===== config.mk =====
export PLATFORM = sky130hd
export DESIGN_NAME = vertex_primitive_assembler
export DESIGN_NICKNAME = d
export VERILOG_FILES = /design/src/rtl/vertex_primitive_assembler.sv
export SDC_FILE = /design/constraint.sdc
export NUM_CORES = 1
export LEC_CHECK = 0
export CAP_MARGIN = 20
export CORE_ASPECT_RATIO = 0.75
export CORE_UTILIZATION = 39
export DETAILED_ROUTE_END_ITERATION = 16
export GPL_ROUTABILITY_DRIVEN = 0
export PLACE_DENSITY = 0.61
export SYNTH_ARGS = -nofsm -noshare
export SYNTH_HDL_FRONTEND = slang
export SYNTH_SLANG_ARGS = --single-unit

===== constraint.sdc =====
create_clock -name clk -period 20.6 [get_ports clk]
set_clock_uncertainty 0.05 [all_clocks]
set_input_delay 2.06 -clock clk [delete_from_list [all_inputs] [get_ports clk]]
set_output_delay 2.06 -clock clk [all_outputs]
set_load 0.02 [all_outputs]

===== src/rtl/vertex_primitive_assembler.sv =====
// Vertex primitive assembler: collects x/y/z coordinate words from the matrix
// processor, applies the viewport transform to x/y, groups three vertices into
// a triangle and queues triangles for the rasteriser behind a valid/ready port.
module vertex_primitive_assembler #(
  parameter int DATA_W    = 16,
  parameter int FRAC      = 8,
  parameter int SCREEN_W  = 64,
  parameter int SCREEN_H  = 64,
  parameter int XY_W      = 6,
  parameter int TRI_DEPTH = 2
) (
  input  logic                                clk,
  input  logic                                rst_n,
  input  logic                                in_valid,
  input  logic signed [DATA_W-1:0]            in_data,
  input  logic                                flush,
  output logic                                accept_vtx,
  output logic                                out_valid,
  input  logic                                out_ready,
  output logic [3*(2*XY_W+DATA_W)-1:0]        out_tri,
  output logic [$clog2(TRI_DEPTH):0]          fifo_count,
  output logic                                overflow
);

  localparam int VTX_W = 2*XY_W + DATA_W;
  localparam int TRI_W = 3*VTX_W;
  localparam int PTR_W = $clog2(TRI_DEPTH);
  localparam int CNT_W = PTR_W + 1;
  localparam int EXT_W = DATA_W + XY_W + 1;
  localparam int ONE   = 1 << FRAC;

  // Which coordinate of the current vertex the next beat carries.
  typedef enum logic [1:0] {COMP_X, COMP_Y, COMP_Z} comp_e;

  comp_e             comp_q, comp_d;
  logic [1:0]        vtx_q, vtx_d;
  logic [XY_W-1:0]   sx_q, sy_q;
  logic [VTX_W-1:0]  v0_q, v1_q;
  logic [VTX_W-1:0]  cur_vtx;

  logic [TRI_W-1:0]  mem [TRI_DEPTH];
  logic [PTR_W-1:0]  wr_q, rd_q;
  logic [CNT_W-1:0]  count_q;
  logic              ovf_q;

  logic beat, full, pop, push_req, push;

  // Map a normalised coordinate in [-ONE, ONE] onto 0..s-1, clamping outside.
  function automatic logic [XY_W-1:0] viewport(input logic signed [DATA_W-1:0] c,
                                                input int s);
    logic signed [EXT_W-1:0] t;
    logic [XY_W-1:0]         res;
    t = ((EXT_W'(c) + EXT_W'(ONE)) * EXT_W'(s / 2)) >>> FRAC;
    if (t[EXT_W-1])             res = '0;
    else if (t >= EXT_W'(s))    res = XY_W'(s - 1);
    else                        res = t[XY_W-1:0];
    return res;
  endfunction

  // A flushed beat is dropped entirely, so only unflushed beats move state.
  assign beat     = in_valid && !flush;
  assign cur_vtx  = {in_data, sy_q, sx_q};
  assign full     = (count_q == CNT_W'(TRI_DEPTH));
  assign out_valid = (count_q != '0);
  assign pop      = out_valid && out_ready;
  assign push_req = beat && (comp_q == COMP_Z) && (vtx_q == 2'd2);
  // A completing triangle still lands when the head leaves in the same cycle.
  assign push     = push_req && (!full || pop);

  assign out_tri    = mem[rd_q];
  assign fifo_count = count_q;
  assign overflow   = ovf_q;
  // Stall the upstream only before the x beat of a v2 that would be dropped.
  assign accept_vtx = !((vtx_q == 2'd2) && (comp_q == COMP_X) && full && !pop);

  // Next-state logic for the coordinate/vertex position counters.
  always_comb begin
    // NOTE: defaults first so every path assigns both outputs and no latch is inferred.
    comp_d = comp_q;
    vtx_d  = vtx_q;
    if (flush) begin
      comp_d = COMP_X;
      vtx_d  = '0;
    end else if (in_valid) begin
      unique case (comp_q)
        COMP_X:  comp_d = COMP_Y;
        COMP_Y:  comp_d = COMP_Z;
        default: begin
          comp_d = COMP_X;
          vtx_d  = (vtx_q == 2'd2) ? 2'd0 : vtx_q + 2'd1;
        end
      endcase
    end
  end

  // Position counter registers.
  always_ff @(posedge clk) begin
    // NOTE: non-blocking assignments so every register samples pre-edge values.
    if (!rst_n) begin
      comp_q <= COMP_X;
      vtx_q  <= '0;
    end else begin
      comp_q <= comp_d;
      vtx_q  <= vtx_d;
    end
  end

  // Capture screen x/y at their beats and latch finished v0/v1 on z.
  always_ff @(posedge clk) begin
    if (!rst_n) begin
      sx_q <= '0;
      sy_q <= '0;
      v0_q <= '0;
      v1_q <= '0;
    end else if (beat) begin
      unique case (comp_q)
        COMP_X: sx_q <= viewport(in_data, SCREEN_W);
        COMP_Y: sy_q <= XY_W'(SCREEN_H - 1) - viewport(in_data, SCREEN_H);
        default: begin
          if (vtx_q == 2'd0)      v0_q <= cur_vtx;
          else if (vtx_q == 2'd1) v1_q <= cur_vtx;
        end
      endcase
    end
  end

  // Triangle FIFO: storage, pointers, occupancy and sticky drop flag.
  always_ff @(posedge clk) begin
    if (!rst_n) begin
      // NOTE: the storage is tiny and is the output head, so it is cleared to give out_tri=0 after reset.
      for (int i = 0; i < TRI_DEPTH; i++) mem[i] <= '0;
      wr_q    <= '0;
      rd_q    <= '0;
      count_q <= '0;
      ovf_q   <= 1'b0;
    end else begin
      if (push) begin
        mem[wr_q] <= {cur_vtx, v1_q, v0_q};
        wr_q      <= wr_q + PTR_W'(1);
      end
      if (pop) rd_q <= rd_q + PTR_W'(1);
      unique case ({push, pop})
        2'b10:   count_q <= count_q + CNT_W'(1);
        2'b01:   count_q <= count_q - CNT_W'(1);
        default: ;
      endcase
      if (push_req && full && !pop) ovf_q <= 1'b1;
    end
  end

endmodule

Word level (Yosys, flattened, before mapping). Memories as Yosys holds them, arrays and structs flattened. A register that Yosys moved wholly into a read port is not among the register bits. Cells that the tools add are included.

$mul: 0. Eq/ne operators: 7. Div/mod/pow operators: 0. Shifts and indexed selects: 0. Bitwise operators: 3. Reduce and logical (&&, ||, !) cells: 27. Order comparisons: 1. Mux-type cells: 17. $add $sub $neg: 7.

Operators by type and width (number): $mux W84 (1); $reduce_or A84 Y1 (1); $mux W6 (5); $add A16 B10 Y17 const B (1); $ge A14 B8 Y1 const B (1); $logic_and A1 B1 Y1 (10); $eq A2 B2 Y1 const B (4); $mux W1 (8); $pmux W2 S2 (2); $eq A2 B1 Y1 const B (3); $reduce_and A2 Y1 (3); $sub A6 B6 Y6 const A (1); $add A2 B1 Y2 const B (2); $logic_not A1 Y1 (4); $logic_not A2 Y1 (2); $reduce_and A4 Y1 (1); $reduce_bool A2 Y1 (2); $reduce_or A2 Y1 (2); $not A1 Y1 (3); $reduce_and A3 Y1 (1); $add A1 B1 Y1 const B (2); $mux W2 (1); $sub A2 B1 Y2 const B (1); $logic_or A1 B1 Y1 (1).

Memories kept: 1. Memory bits (writable): 168. Bits of input ports: 21. Memory bits (read-only): 0. Bits in registers: 77. Logic and storage cells: 73. Bits in latches: 0. Output and inout port bits: 89.

Memory list: mem (words 2, bits a word 84, rd ports 1, clocked after Yosys merged registers in 1, wr ports 2, RTL line 41) `logic [TRI_W-1:0] mem [TRI_DEPTH];`.

Logic depth before layout (Yosys ltp). Gate-level depths: netlist of run 1.

Word-level depth: 10. Depth in mapped cells: 8. Mapped depth without buffers: 6.

Least setup slack after synthesis of run 1. Ideal clock, no wire load.

Path type: input -> register. Start: input port flush. End: memory mem[0][0] in the netlist's numbering, enable pin. Path slack: 11.045 ns. Library setup time: 0.642 ns. Stages: 4. Path buffers: 1. Arrival: 8.862 ns. Data required time: 19.908 ns. Path through: nand3b_2 -> or4_1 -> buf_2 -> o21ai_0.

RTL lines: start: declaration (RTL line 16) `input logic flush,`; end: declaration (RTL line 41).

Worst setup path in the final report of run 1.
Start: input port out_ready. End: output port accept_vtx.

Cells in the longest elaborated chain, start to end: 4.

Ends and longest elaborated chain: start: declaration (RTL line 19) `input logic out_ready,`; $logic_and A1 B1 Y1 (RTL line 65) `assign pop = out_valid && out_ready;`; $logic_not A1 Y1 (RTL line 74) `assign accept_vtx = !((vtx_q == 2'd2) && (comp_q == COMP_X) && full && !pop);`; $logic_and A1 B1 Y1 (RTL line 74); $logic_not A1 Y1 (RTL line 74); end: declaration (RTL line 17) `output logic accept_vtx,`.

No other way between the ends.

==> results of run 1 <==
-- placed cells by master (no fill, tap or decap), types with 3 or more instances in the layout --
cell             netlist  final
a21boi_0              57     57
or3_1                  6      6
and2_1               171    171
nand2_1              117    117
o21ai_0                9      8
a211oi_1               5      5
inv_1                  4      4
dfxtp_1               78     77
mux2_2                84     84
buf_4                  1     12
clkdlybuf4s50_1        0    108
edfxtp_1             168    168
nor3_1                10     10
clkbuf_16              0     25
bufinv_16              0      3
clkbuf_1              40      7
clkbuf_8               0      4
nor2b_1                5      5
o22ai_1                5      5
xnor2_1                5      5
clkinv_2               0      3
nor2_1                11     11
a21oi_1                5      5
-- metrics by stage --
step / hold WS, ps / instance area, um2 / worst slack, ps / instances
final: 419 / 12600 / 14730 / 1281
after global routing: 443 / 12600 / 14630 / 1281
after detailed placement: 415 / 11800 / 14710 / 1236
after CTS: 424 / 12600 / 14680 / 1280
after floorplan: 397 / 10400 / 11050 / 820
after global placement: 407 / 11800 / 14690 / 1236
-- area by class of cell --
type | instances | area, um2 | share of cell area (%)
tap | 344 | 430 | 3.42
sequential | 246 | 6610 | 52.5
clock buffer | 36 | 707 | 5.62
timing repair buffer | 122 | 1180 | 9.38
multi-input combinational | 521 | 3530 | 28.0
clock inverter | 8 | 113 | 0.895
inverter | 4 | 15.0 | 0.119
-- metal layers --
layer,global-route usage [%],up-vias,part of all wire [%]
met2,26.6,143,45
met5,0,-,0
met1,24.5,3046,49
met4,3.49,0,1.5
met3,2.36,26,4.5
li1,-,3051,-
-- worst min path at each step --
stage | from | endpoint | slack (ps) | cells after the start
final | v0_q[13]$_SDFFE_PN0P_ | v0_q[13]$_SDFFE_PN0P_ | 420 | 2
after global routing | v0_q[27]$_SDFFE_PN0P_ | v0_q[27]$_SDFFE_PN0P_ | 440 | 2
after CTS | v1_q[25]$_SDFFE_PN0P_ | v1_q[25]$_SDFFE_PN0P_ | 420 | 2
after detailed placement | v1_q[25]$_SDFFE_PN0P_ | v1_q[25]$_SDFFE_PN0P_ | 420 | 2
after global placement | v0_q[18]$_SDFFE_PN0P_ | v0_q[18]$_SDFFE_PN0P_ | 410 | 2
after floorplan | v0_q[0]$_SDFFE_PN0P_ | v0_q[0]$_SDFFE_PN0P_ | 400 | 2
-- cell usage after synthesis (all sizes together), types with 3 or more instances --
master and count:
inv 4, dfxtp 78, o22ai 5, nand2b 3, xnor2 5, nor3b 4, clkbuf 40, and2 171
buf 9, a211oi 5, a21boi 57, mux2 84, or3 6, nor2b 5, o21ai 9, a21oi 5
edfxtp 168, nor3 11, nor2 11, nand2 117
-- where the power goes --
group / switching, W / internal (W)
Clock: 0.000181 / 0.000274
Sequential: 0.00000518 / 0.000541
Combinational: 0.0000305 / 0.0000217
Total: 0.000216 / 0.000837
-- sequential cells by signal, indices dropped and copies added (netlist names), named ones only --
register / cells
sy_q: 6
rd_q: 1
wr_q: 1
vtx_q: 2
sx_q: 6
mem: 168
v1_q: 28
fifo_count: 2
overflow: 1
v0_q: 28
comp_q: 2
-- worst max-delay path, delay by kind of cell --
family / cells / cell delay [ps]
AND/OR/NAND/NOR: 2 / 690
buffers and inverters: 2 / 1010
-- cells by family after synthesis --
kind of cell	count (synthesis)	synth area share [%]
and+or+nand+nor	341	17.8
adders and majority gates	2	0.242
AOI/OAI and AO/OA	88	6.03
muxes	85	9.23
buffers and inverters	53	2.48
DFF	246	63.8
xor gates and xnor gates	5	0.423
==> impl_metrics.yaml, run 1 <==
grt:
  grt_pass1_vias: 6124
  grt_max_degree: 85
  gr-total-overflow: 0
  antenna_found_initial: 0
  grt_pass1_wl_mm: 35.3
  track_usage_pct: 16.8
synthesis:
  synth_ff_type: "edfxtp_1"
  synth_seq_area_share_pct: 63.8
  synthCells: 820
  yosys.area.top_type: "edfxtp_1"
  yosysWarningCount: 0
  synth.cell_area_um2: 10400
  post_synth.cell_area_avg_um2: 12.6
  synth_area_leaders: "edfxtp_1, dfxtp_1, and2_1, mux2_2, nand2_1"
  async_flop_share_pct: 0
  synth-edff-count: 168
  synth_top_area_share_pct: 48.7
  ys_seq_elements: 246
  synth_cell_types: 44
  syn_nets: 843
cells_and_area:
  nFillCells: 2357
  area_growth_pct: 21.5
  diodes: 0
  final_net_count: 942
  final_util_pct: 48.3
  final_layout_size_suffix_gt1_share_pct: 15.4
route:
  finalWirelength_mm: 22.6
  num_vias: 6266
  first_iter_violations: 420
  viasPerCell: 4.89
  drc: 0
  wire_per_inst_um: 17.6
  ant_nets: 0
  dr.pass1.iters: 4
critical_path:
  r2r.worst_path.cells: 5
  r2r-end: "mem[0][79]$_SDFFCE_PN0P_"
  worstPathRequired_ps: 18490
  endpoint_kind: "output port"
  worstSetupStartpointType: "input pin"
  cp-endpoint: "accept_vtx"
  rrSetupSlack_ps: 17640
  critPathSlowestCell: "clkdlybuf4s50_1"
  worst-setup-path-type: "input pin to output port"
  crit_path_max_fanout: 4
  max_stage_delay_ps: 580
  cp_cell_sequence: "clkdlybuf4s50_1 -> nor3b_1 -> nand3b_1 -> clkdlybuf4s50_1"
  cpMostUsedCell: "clkdlybuf4s50_1"
  timing.rr.start: "comp_q[1]$_SDFFE_PP0P_"
  crit_arrival_ps: 3760
  startpoint: "out_ready"
cts:
  postCtsHoldBufs: 0
  insertion_delay_ps: 520
  cts.clk_slew.worst_paths_ps: 60
  post_cts_resized: 0
  postCtsSetupRepairBufs: 0
  root_buffer: "clkbuf_16"
  cts_tree: "done"
  cts.sinks: 246
  cts_max_level: 1
  clock_path_buffers: 3
  cts_buffers: 24
sta:
  slew_violations: 0
  period_needed_ps: 5870
  fmax_mhz: 170
  timing.final.crit_share_pct: 28.5
  rsz0062_at_grt: "no"
  finalSetupViolCount: 0
  slew_headroom_pct: 42.9
  tightest_slew_ps: 857
  hold_viol: 0
  tns_ps: 0
floorplanning:
  chipHeight_um: 143
  row_count: 51
  start_util_pct: 39.8
  die_w_um: 190
  coreArea_um2: 26000
  dieArea_um2: 27200
  io_pins: 110
power:
  powerDensity_nw_per_um2: 83.7
  peakVddDrop_uv: 58.9
  finalPower_w: 0.00105
  p_leak_nw: 4.35
run_status:
  outcome: "completed"
run:
  maxCapViolations: 0
placed_design:
  hpwlAfterDp_mm: 13.3
  io_buffers: 109
hold_path:
  hp-class: "flop to flop"
Power figures use the tool's default switching activity.
==> run 2: changes to the inputs <==
Settings changed: PLACE_DENSITY 0.61 to 0.63.
Clock period 20.6 ns to 5.2 ns, I/O delays scaled along.
==> impl_metrics.yaml, run 2 (synthesis results as in run 1) <==
run_status:
  outcome: "completed"
cells_and_area:
  final_area_um2: 12600
  layout_common_cells: "and2_1, edfxtp_1, nand2_1"
  final_layout_size_suffix_gt1_share_pct: 15.7
  regMostFlops: "mem"
  diodes: 0
  layout_commonest_cell: "and2_1"
  nFillCells: 2408
  largest_register_ff_count: 168
  final_net_count: 945
  reg_top3: "mem x168, v0_q x28, v1_q x28"
  area_growth_pct: 21.5
cts:
  postCtsHoldBufs: 0
  root_buffer: "clkbuf_16"
  clock_path_buffers: 3
  cts_tree: "done"
  post_cts_resized: 0
  cts.sinks: 246
  cts_buffers: 25
  cts.clk_slew.worst_paths_ps: 60
  insertion_delay_ps: 520
  postCtsSetupRepairBufs: 0
  cts_max_level: 1
critical_path:
  r2r-end: "mem[1][57]$_SDFFCE_PN0P_"
  r2r.worst_path.cells: 5
  crit_path_max_fanout: 62
  crit_arrival_ps: 2930
  endpoint_kind: "output port"
  timing.rr.start: "comp_q[1]$_SDFFE_PP0P_"
  worstSetupStartpointType: "flop"
  worst-setup-path-type: "flop to output port"
  worstPathRequired_ps: 4630
  rrSetupSlack_ps: 2380
hold_path:
  hold_path_depth: 2
  hp-class: "flop to flop"
  hp-start: "v1_q[14]$_SDFFE_PN0P_"
  min_to: "v1_q[14]$_SDFFE_PN0P_"
power:
  p_leak_nw: 4.35
  peakVddDrop_uv: 240
  powerDensity_nw_per_um2: 325
  finalPower_w: 0.00410
floorplanning:
  chipHeight_um: 143
  row_count: 51
  dieArea_um2: 27200
  io_pins: 110
  start_util_pct: 39.8
  coreArea_um2: 26000
  die_w_um: 190
sta:
  tightest_slew_ps: 945
  slew_violations: 0
  fmax_mhz: 286
  tns_ps: 0
  timing.final.crit_share_pct: 67.3
  rsz0062_at_grt: "no"
  hold_viol: 0
  finalSetupViolCount: 0
  period_needed_ps: 3500
  slew_headroom_pct: 37.0
placed_design:
  io_buffers: 109
  hpwlAfterDp_mm: 13.8
  place_area_um2: 11800
route:
  finalWirelength_mm: 22.7
  wire_per_inst_um: 17.7
  dr.pass1.iters: 4
  ant_nets: 0
  first_iter_violations: 454
  drc: 0
  num_vias: 6332
  viasPerCell: 4.93
grt:
  grt_pass1_vias: 6150
  grt_pass1_wl_mm: 35.2
  track_usage_pct: 16.8
  antenna_found_initial: 1
  gr-total-overflow: 0
  grt_max_degree: 85
run:
  maxCapViolations: 0
==> run 2: routing by layer <==
layer  vias to the layer above  track usage (%)  share of wire (%)
met4                         0             3.92                1.7
li1                       3054                -                  -
met1                      3092             24.4                 48
met2                       157             26.1                 45
met5                         -                0                  0
met3                        29             3.00                5.5
==> run 2: stage by stage <==
step                      instances  hold slack, ps  setup slack [ps]  util [%]
final                          1284             418              1700      48.4
after global placement         1237             406              1820      45.2
after CTS                      1282             423              1620      48.2
after floorplan                 820             397              1080         -
after global routing           1284             439              1550      48.4
after detailed placement       1237             414              1760      45.2
==> run 2: how the worst max path moves through the flow <==
stage / start / end / slack (ps)
after floorplan: flush / mem[0][0]$_SDFFCE_PN0P_ / 1080
after global placement: flush / mem[1][51]$_SDFFCE_PN0P_ / 1820
after detailed placement: flush / mem[1][46]$_SDFFCE_PN0P_ / 1760
after CTS: flop / out_tri[50] / 1620
after global routing: flop / out_tri[50] / 1550
final: flop / out_tri[50] / 1700
==> run 2: power breakdown <==
part	switching [W]	internal, W
Clock	0.000726	0.00100
Combinational	0.000120	0.0000866
Sequential	0.0000212	0.00214
Total	0.000868	0.00323
==> run 2: final cells by class <==
type	count	area, um2	area share [%]
clock buffers	33	706	5.60
well taps	344	430	3.42
flip-flops and latches	246	6610	52.5
repair buffers	124	1220	9.66
inverters	4	15.0	0.119
clock inverters	12	85.1	0.676
multi-input cells	521	3530	28.0
==> run 2: worst max-delay path: stages (launching register included) <==
cell	delay, ps
dfxtp_4	930
buf_4	450
mux2_2	390
clkdlybuf4s50_1	540
==> run 3: changes to the inputs <==
Settings changed: PLACE_DENSITY 0.63 to 0.61.
Clock period 5.2 ns to 3.3 ns, I/O delays scaled along.
==> impl_metrics.yaml, run 3 (synthesis results as in run 1) <==
run_status:
  outcome: "completed"
route:
  wire_per_inst_um: 17.8
  highest_layer: "met4"
  finalWirelength_mm: 22.9
  met1Wirelength_mm: 11.0
  drc: 0
  wl_met3_mm: 1.09
  viasPerCell: 4.88
  num_vias: 6278
  route.met2.wl_mm: 10.4
  first_iter_violations: 487
  ant_nets: 0
  dr.pass1.iters: 4
sta:
  tns_ps: 0
  period_needed_ps: 2830
  finalSetupViolCount: 0
  hold_viol: 0
  tightest_slew_ps: 717
  slew_violations: 0
  fmax_mhz: 354
  slew_headroom_pct: 52.2
  timing.final.crit_share_pct: 85.7
  rsz0062_at_grt: "no"
floorplanning:
  io_pins: 110
  chipHeight_um: 143
  start_util_pct: 39.8
  dieArea_um2: 27200
  die_w_um: 190
  coreArea_um2: 26000
  row_count: 51
critical_path:
  crit_path_max_fanout: 21
  worst-setup-path-type: "flop to output port"
  worstPathRequired_ps: 2920
  cp_cell_sequence: "buf_4 -> mux2_2 -> clkdlybuf4s50_1"
  r2r.worst_path.cells: 5
  max_stage_delay_ps: 570
  rrSetupSlack_ps: 830
  endpoint_kind: "output port"
  worstSetupStartpointType: "flop"
  critPathSlowestCell: "dfxtp_4"
  r2r-end: "mem[0][13]$_SDFFCE_PN0P_"
  crit_arrival_ps: 2450
  timing.rr.start: "comp_q[1]$_SDFFE_PP0P_"
cts:
  cts.clk_slew.worst_paths_ps: 60
  cts_tree: "done"
  root_buffer: "clkbuf_16"
  insertion_delay_ps: 520
  cts_buffers: 24
  cts.sinks: 246
  cts_max_level: 1
  postCtsHoldBufs: 0
  post_cts_resized: 0
  postCtsSetupRepairBufs: 0
  clock_path_buffers: 3
grt:
  grt_pass1_vias: 6111
  grt_pass1_wl_mm: 35.9
  track_usage_pct: 17.2
  antenna_found_initial: 0
  gr-total-overflow: 0
  grt_max_degree: 85
cells_and_area:
  multi_input_area_um2: 3530
  regMostFlops: "mem"
  final_cells: 1287
  diodes: 0
  ff_latch_area_um2: 6610
  nFillCells: 2396
  area_growth_pct: 22.6
  largest_register_ff_count: 168
  layout_commonest_cell: "and2_1"
  layout_common_cells: "and2_1, edfxtp_1, nand2_1"
  reg_top3: "mem x168, v0_q x28, v1_q x28"
  final_net_count: 948
  final_layout_size_suffix_gt1_share_pct: 16.1
run:
  maxCapViolations: 0
placed_design:
  io_buffers: 109
  numPlacedInstances: 1243
  hpwlAfterDp_mm: 14.0
power:
  peakVddDrop_uv: 363
  powerDensity_nw_per_um2: 514
  p_leak_nw: 4.39
hold_path:
  hold_path_depth: 2
  hp-start: "rst_n"
  hp-class: "input pin to flop"
[run 3: cell count changes in the layout (fill, tap and decap cells not counted)]
cell,before,now
clkbuf_8,5,6
clkbuf_1,3,7
buf_16,1,0
clkinv_1,5,0
buf_12,0,6
inv_6,1,0
clkbuf_2,1,0
clkbuf_16,25,26
clkinv_2,4,3
[run 3: worst max-delay path by stage]
stage                      from                          to  slack, ps  depth (start not counted)
after floorplan           flush     mem[0][0]$_SDFFCE_PN0P_        210                          4
after global placement    flush  fifo_count[1]$_SDFFE_PN0P_        460                          6
after detailed placement  flush    mem[0][13]$_SDFFCE_PN0P_        420                          6
after CTS                  flop                 out_tri[75]        440                          3
after global routing       flop                 out_tri[75]        380                          3
final                      flop                 out_tri[75]        470                          3
[run 3: per-layer routing]
| layer | track usage, % | up-vias |
|---|---|---|
| met1 | 25.2 | 3027 |
| met5 | 0 | - |
| met4 | 3.41 | 0 |
| met2 | 27.1 | 158 |
| li1 | - | 3067 |
| met3 | 2.63 | 26 |
[run 3: per-stage QoR]
stage	setup slack, ps	instance area [um2]	hold WS (ps)	power (W)	utilization (%)
final	472	12700	225	0.00653	48.8
after global routing	378	12700	227	0.00677	48.8
after CTS	435	12700	204	0.00661	48.8
after detailed placement	421	11900	414	0.00381	45.7
after global placement	465	11900	407	0.00381	45.7
after floorplan	207	10400	397	0.00363	-
[run 3: layout make-up]
class	count	area share [%]
multi-input combinational	521	27.8
sequential	246	52.0
clock buffer	39	5.98
tap	344	3.39
clock inverter	5	0.414
inverter	4	0.118
timing repair buffer	128	10.3
[run 3: worst max-delay path: cells and delay by family, from the launching register on]
| family | cells | cell delay [ps] |
|---|---|---|
| flops | 1 | 570 |
| mux | 1 | 420 |
| buf+inv | 2 | 930 |
[run 3: power breakdown]
group | internal (W) | switching, W
sequential | 0.00338 | 0.0000328
clock | 0.00165 | 0.00114
combinational | 0.000143 | 0.000190
==> edit 1, RTL diff (config.mk and constraints of run 2) <==
Register the output `fifo_count` once more, cleared by the reset; this adds one clock of latency there. The other outputs are not delayed to match.
--- a/src/rtl/vertex_primitive_assembler.sv
+++ b/src/rtl/vertex_primitive_assembler.sv
@@ -69,5 +69,11 @@
 
   assign out_tri    = mem[rd_q];
-  assign fifo_count = count_q;
+  always_ff @(posedge clk) begin
+    if (!rst_n) begin
+      fifo_count <= '0;
+    end else begin
+      fifo_count <= count_q;
+    end
+  end
   assign overflow   = ovf_q;
   // Stall the upstream only before the x beat of a v2 that would be dropped.
Check against the original RTL: no difference found for any inputs over 4 cycles, from zero or initial values and one cycle with rst_n low; that may be too few to reach the edited logic, so the function may still have changed.
==> edit 1 against run 2 <==
- routed wire length increased by 4.4%
- total power about the same
- hold slack got worse by 0.0050 ns
- setup slack improved by 0.33 ns
- sequential cell count increased by 2
- area after synthesis increased by 0.79%
- highest routed layer unchanged
- critical endpoint is now out_tri[64]
- critical path depth unchanged
- cell area about the same
- register-to-register slack improved by 0.19 ns
- cell count about the same
==> edit 1: results (changes against run 2) <==
post-synth net total 852 (was 843); synthesized-area fraction occupied by xor and xnor cells 0.00336 (was 0.00423); fraction of synthesized area in multiplexers 0.0945 (was 0.0923); number of antenna diodes 0 (unchanged); register clock-pin slew on the reported worst setup and hold paths 0.06 ns (about the same); met1 Track Usage GR 0.260 (was 0.244); placed cell area 11800 µm² (about the same); vias in the first global route 6263 (was 6150); hold-fix buffers at CTS 0 (unchanged); global-route wire length before repair 36.8 mm (was 35.2 mm); kind of cell adding the most delay to the critical path buffers and inverters (unchanged); max_slew headroom 0.387 (was 0.370); kind of path behind the tightest hold check reg -> reg (unchanged); fraction of post-synthesis cell area in the top cell type by area 0.483 (was 0.487); synth warn 0 (unchanged); commonest cells in the synthesized netlist 174 x and2_1, 168 x edfxtp_1, 101 x nand2_1, 85 x mux2_2, 80 x dfxtp_1 (was 171 x and2_1, 168 x edfxtp_1, 117 x nand2_1, 84 x mux2_2, 78 x dfxtp_1); later-pin clock latency in the skew report 0.51 ns; WL final 23.7 mm (was 22.7 mm); critical-path cell with the highest stage delay dfxtp_4 (unchanged); CTS Buf Count 25 (unchanged); EDFF count, synth 168 (unchanged); first-pass iteration count of the detailed router 5 (was 4); count of fill cells added during filler insertion 2310 (was 2408); result of the run complete, no violations (unchanged); number of antenna violations at the first check in global routing 0 (was 1); Resize count post-CTS 0 (unchanged); crit path max fanout 36 (was 62); post-DP HPWL 14.6 mm (was 13.8 mm); all-layer global routing usage 0.175 (was 0.168); H-tree Lvls 1 (unchanged); data arrival time at the worst-slack endpoint 2.60 ns (was 2.93 ns); vias after detailed routing 6403 (was 6332); Post-CTS Setup Repair Bufs 0 (unchanged); registers with the highest flip-flop counts mem: 168 flops, v0_q: 28 flops, v1_q: 28 flops (unchanged); Peak VDD IR 0.000237 V (was 0.000240 V); global routing usage on met3 0.0313 (was 0.0300); IO Port Bufs 109 (unchanged); First DRT Iteration DRCs 419 (was 454); Main synth FF type edfxtp_1 (unchanged); share of layout cells above drive strength 1 0.158 (was 0.157); pin count of the biggest net entering global routing 85 (unchanged); met2 Resource Use GR 0.269 (was 0.261); Synth Area in Adders 0.00240 (was 0.00242); top area cells in the synthesized netlist edfxtp_1 48%, dfxtp_1 15%, and2_1 10%, mux2_2 9.2%, nand2_1 3.6% (was edfxtp_1 49%, dfxtp_1 15%, and2_1 10%, mux2_2 9.1%, nand2_1 4.2%); portion of the post-synthesis area used by sequential elements 0.637 (was 0.638); fraction of the mapped netlist area in compound gates 0.0641 (was 0.0603); nets@finish 946 (was 945); leakage dissipation 4.43 nW (was 4.35 nW); number of distinct library cells after synthesis 43 (was 44); Max clock buf depth 3 (unchanged); Critical Path Max Stage Delay 0.58 ns (was 0.93 ns); share of async-settable or async-resettable flops after synthesis 0 (unchanged)
## edit 1: cell count changes after synthesis, sizes merged, moves of 4 or more
| cell | delta |
|---|---|
| or3 | -4 |
| nor3 | -8 |
| o22ai | -5 |
| a21boi | -15 |
| clkbuf | +4 |
| a31o | +6 |
| nand2 | -16 |
| o211ai | +7 |
| a21oi | +22 |
| nor2 | +17 |
## edit 1: stage by stage
| stage | setup WS [ns] | instances | util |
|---|---|---|---|
| finish | 2.03 | 1285 | 0.483 |
| global route | 1.88 | 1285 | 0.483 |
| CTS | 1.96 | 1285 | 0.483 |
| detailed placement | 1.89 | 1240 | 0.453 |
| global placement | 1.93 | 1239 | 0.453 |
| floorplan | 1.14 | 829 | - |
## edit 1: cell type report
class / instances / share of cell area
Sequential cell: 248 / 0.528
Inverter: 1 / 0.000298
Clock buffer: 36 / 0.0561
Tap cell: 344 / 0.0342
Timing Repair Buffer: 121 / 0.0944
Multi-Input combinational cell: 526 / 0.282
Clock inverter: 9 / 0.00536
## edit 1: metal layers
metal  wire length (µm)  up-vias
met2              10300      188
li1                   -     3074
met1              11500     3114
met3               1480       27
met4                342        0
met5                  0        -
## edit 1: final timing paths
check                          from                       end  slack, ns  depth (start not counted)
max                            flop               out_tri[64]       2.03                          3
min           v1_q[15]$_SDFFE_PN0P_     v1_q[15]$_SDFFE_PN0P_       0.41                          2
max reg2reg  comp_q[1]$_SDFFE_PP0P_  mem[0][41]$_SDFFCE_PN0P_       2.57                          5
min reg2reg   v1_q[15]$_SDFFE_PN0P_     v1_q[15]$_SDFFE_PN0P_       0.41                          2
## edit 1: report_power, final
group	total [W]	leakage, nW	internal, W	switching, W
logic	0.000206	1.74	0.0000843	0.000121
registers	0.00218	2.31	0.00216	0.0000232
clock network	0.00171	0.377	0.000989	0.000725
==> edit 2, RTL diff (flow settings as in run 2) <==
Made on the original files. The parameter `DATA_W` goes from 16 to 24.
--- a/src/rtl/vertex_primitive_assembler.sv
+++ b/src/rtl/vertex_primitive_assembler.sv
@@ -3,5 +3,5 @@
 // a triangle and queues triangles for the rasteriser behind a valid/ready port.
 module vertex_primitive_assembler #(
-  parameter int DATA_W    = 16,
+  parameter int DATA_W    = 24,
   parameter int FRAC      = 8,
   parameter int SCREEN_W  = 64,
Interface: changed (resized in_data and out_tri); port bits go from 110 to 142. The function was not compared with the original's and may differ.
==> edit 2 against run 2 <==
- area after synthesis increased by 27%
- total power is 29% higher
- routed wire length up 35%
- cell area rose by 28%
- global-route usage up 0.90 points
- sequential power rose by 26%
- sequential cell count grew 64
- setup slack better by 0.11 ns
==> edit 2: results (changes against run 2) <==
result of the run complete, no violations (unchanged); terminating pin of the worst hold path v0_q[31]$_SDFFE_PN0P_ (was v1_q[14]$_SDFFE_PN0P_); top area cells in the synthesized netlist edfxtp_1 49%, dfxtp_1 14%, and2_1 10%, mux2_2 9.3%, nand2_1 4.5% (was edfxtp_1 49%, dfxtp_1 15%, and2_1 10%, mux2_2 9.1%, nand2_1 4.2%); IO Port Bufs 141 (was 109); Routed met1 length 14.6 mm (was 10.9 mm); register clock-pin slew on the reported worst setup and hold paths 0.06 ns (about the same); nets@finish 1206 (was 945); later-pin clock latency in the skew report 0.56 ns (was 0.52 ns); commonest cells in the synthesized netlist 217 x and2_1, 216 x edfxtp_1, 159 x nand2_1, 109 x mux2_2, 94 x dfxtp_1 (was 171 x and2_1, 168 x edfxtp_1, 117 x nand2_1, 84 x mux2_2, 78 x dfxtp_1); Met2 Routed Length 14.0 mm (was 10.2 mm); fraction of the mapped netlist area in compound gates 0.0623 (was 0.0603); crit path max fanout 57 (was 62); non-filler instance count after layout 1641 (was 1284); data arrival time at the worst-slack endpoint 2.82 ns (was 2.93 ns); all-layer global routing usage 0.177 (was 0.168); First DRT Iteration DRCs 448 (was 454); post-place setup slack 1.64 ns (was 1.76 ns); number of distinct library cells after synthesis 51 (was 44); WHS 0.418 ns (about the same); startpoint of the most critical hold path v0_q[31]$_SDFFE_PN0P_ (was v1_q[14]$_SDFFE_PN0P_); global-route wire length before repair 47.4 mm (was 35.2 mm); vias in the first global route 8013 (was 6150); Synth Area in Adders 0.00190 (was 0.00242); smallest setup slack after layout 1.81 ns (was 1.70 ns); CTS Buf Count 31 (was 25); synthesized-area fraction occupied by xor and xnor cells 0.00597 (was 0.00423); Critical R2R Launch vtx_q[1]$_SDFFE_PP0P_ (was comp_q[1]$_SDFFE_PP0P_); count of fill cells added during filler insertion 2935 (was 2408); leakage dissipation 5.53 nW (was 4.35 nW); metal3 WL 1.68 mm (was 1.25 mm); Critical Path Sink out_tri[90] (was out_tri[50]); register-to-register path setup slack 2.12 ns (was 2.38 ns); transition time of the tightest slew-check pin 0.959 ns (was 0.945 ns); placed cell area 15100 µm² (was 11800 µm²); EDFF count, synth 216 (was 168); fraction of synthesized area in multiplexers 0.0937 (was 0.0923); portion of the post-synthesis area used by sequential elements 0.634 (was 0.638); Post-Syn Instances 1058 (was 820); final routed wire length divided by cell count 18.7 µm (was 17.7 µm); first-pass iteration count of the detailed router 5 (was 4); Peak VDD IR 0.000226 V (was 0.000240 V)
edit 2: per-layer routing:
layer | GRT usage | vias to the layer above
li1 | - | 3924
met1 | 0.253 | 4029
met2 | 0.283 | 220
met3 | 0.0347 | 44
met4 | 0.0292 | 0
met5 | 0 | -
edit 2: final cells by class:
type	count	area (µm²)	share of cell area
well taps	442	553	0.0344
flip-flops and latches	310	8370	0.520
multi-input cells	673	4580	0.285
inverters	3	11.3	0.000700
repair buffers	156	1540	0.0959
clock inverters	16	183	0.0113
clock buffers	41	853	0.0530
edit 2: report_power, final:
part / switching, W / internal [W] / total, W
combinational: 0.000161 / 0.000109 / 0.000270
clock: 0.000932 / 0.00135 / 0.00228
sequential: 0.0000223 / 0.00270 / 0.00273
total: 0.00112 / 0.00416 / 0.00528
edit 2: worst max-delay path: stages (launching register included):
cell and delay, ns:
dfxtp_4 0.83, buf_12 0.37, mux2_2 0.42, clkdlybuf4s50_1 0.56
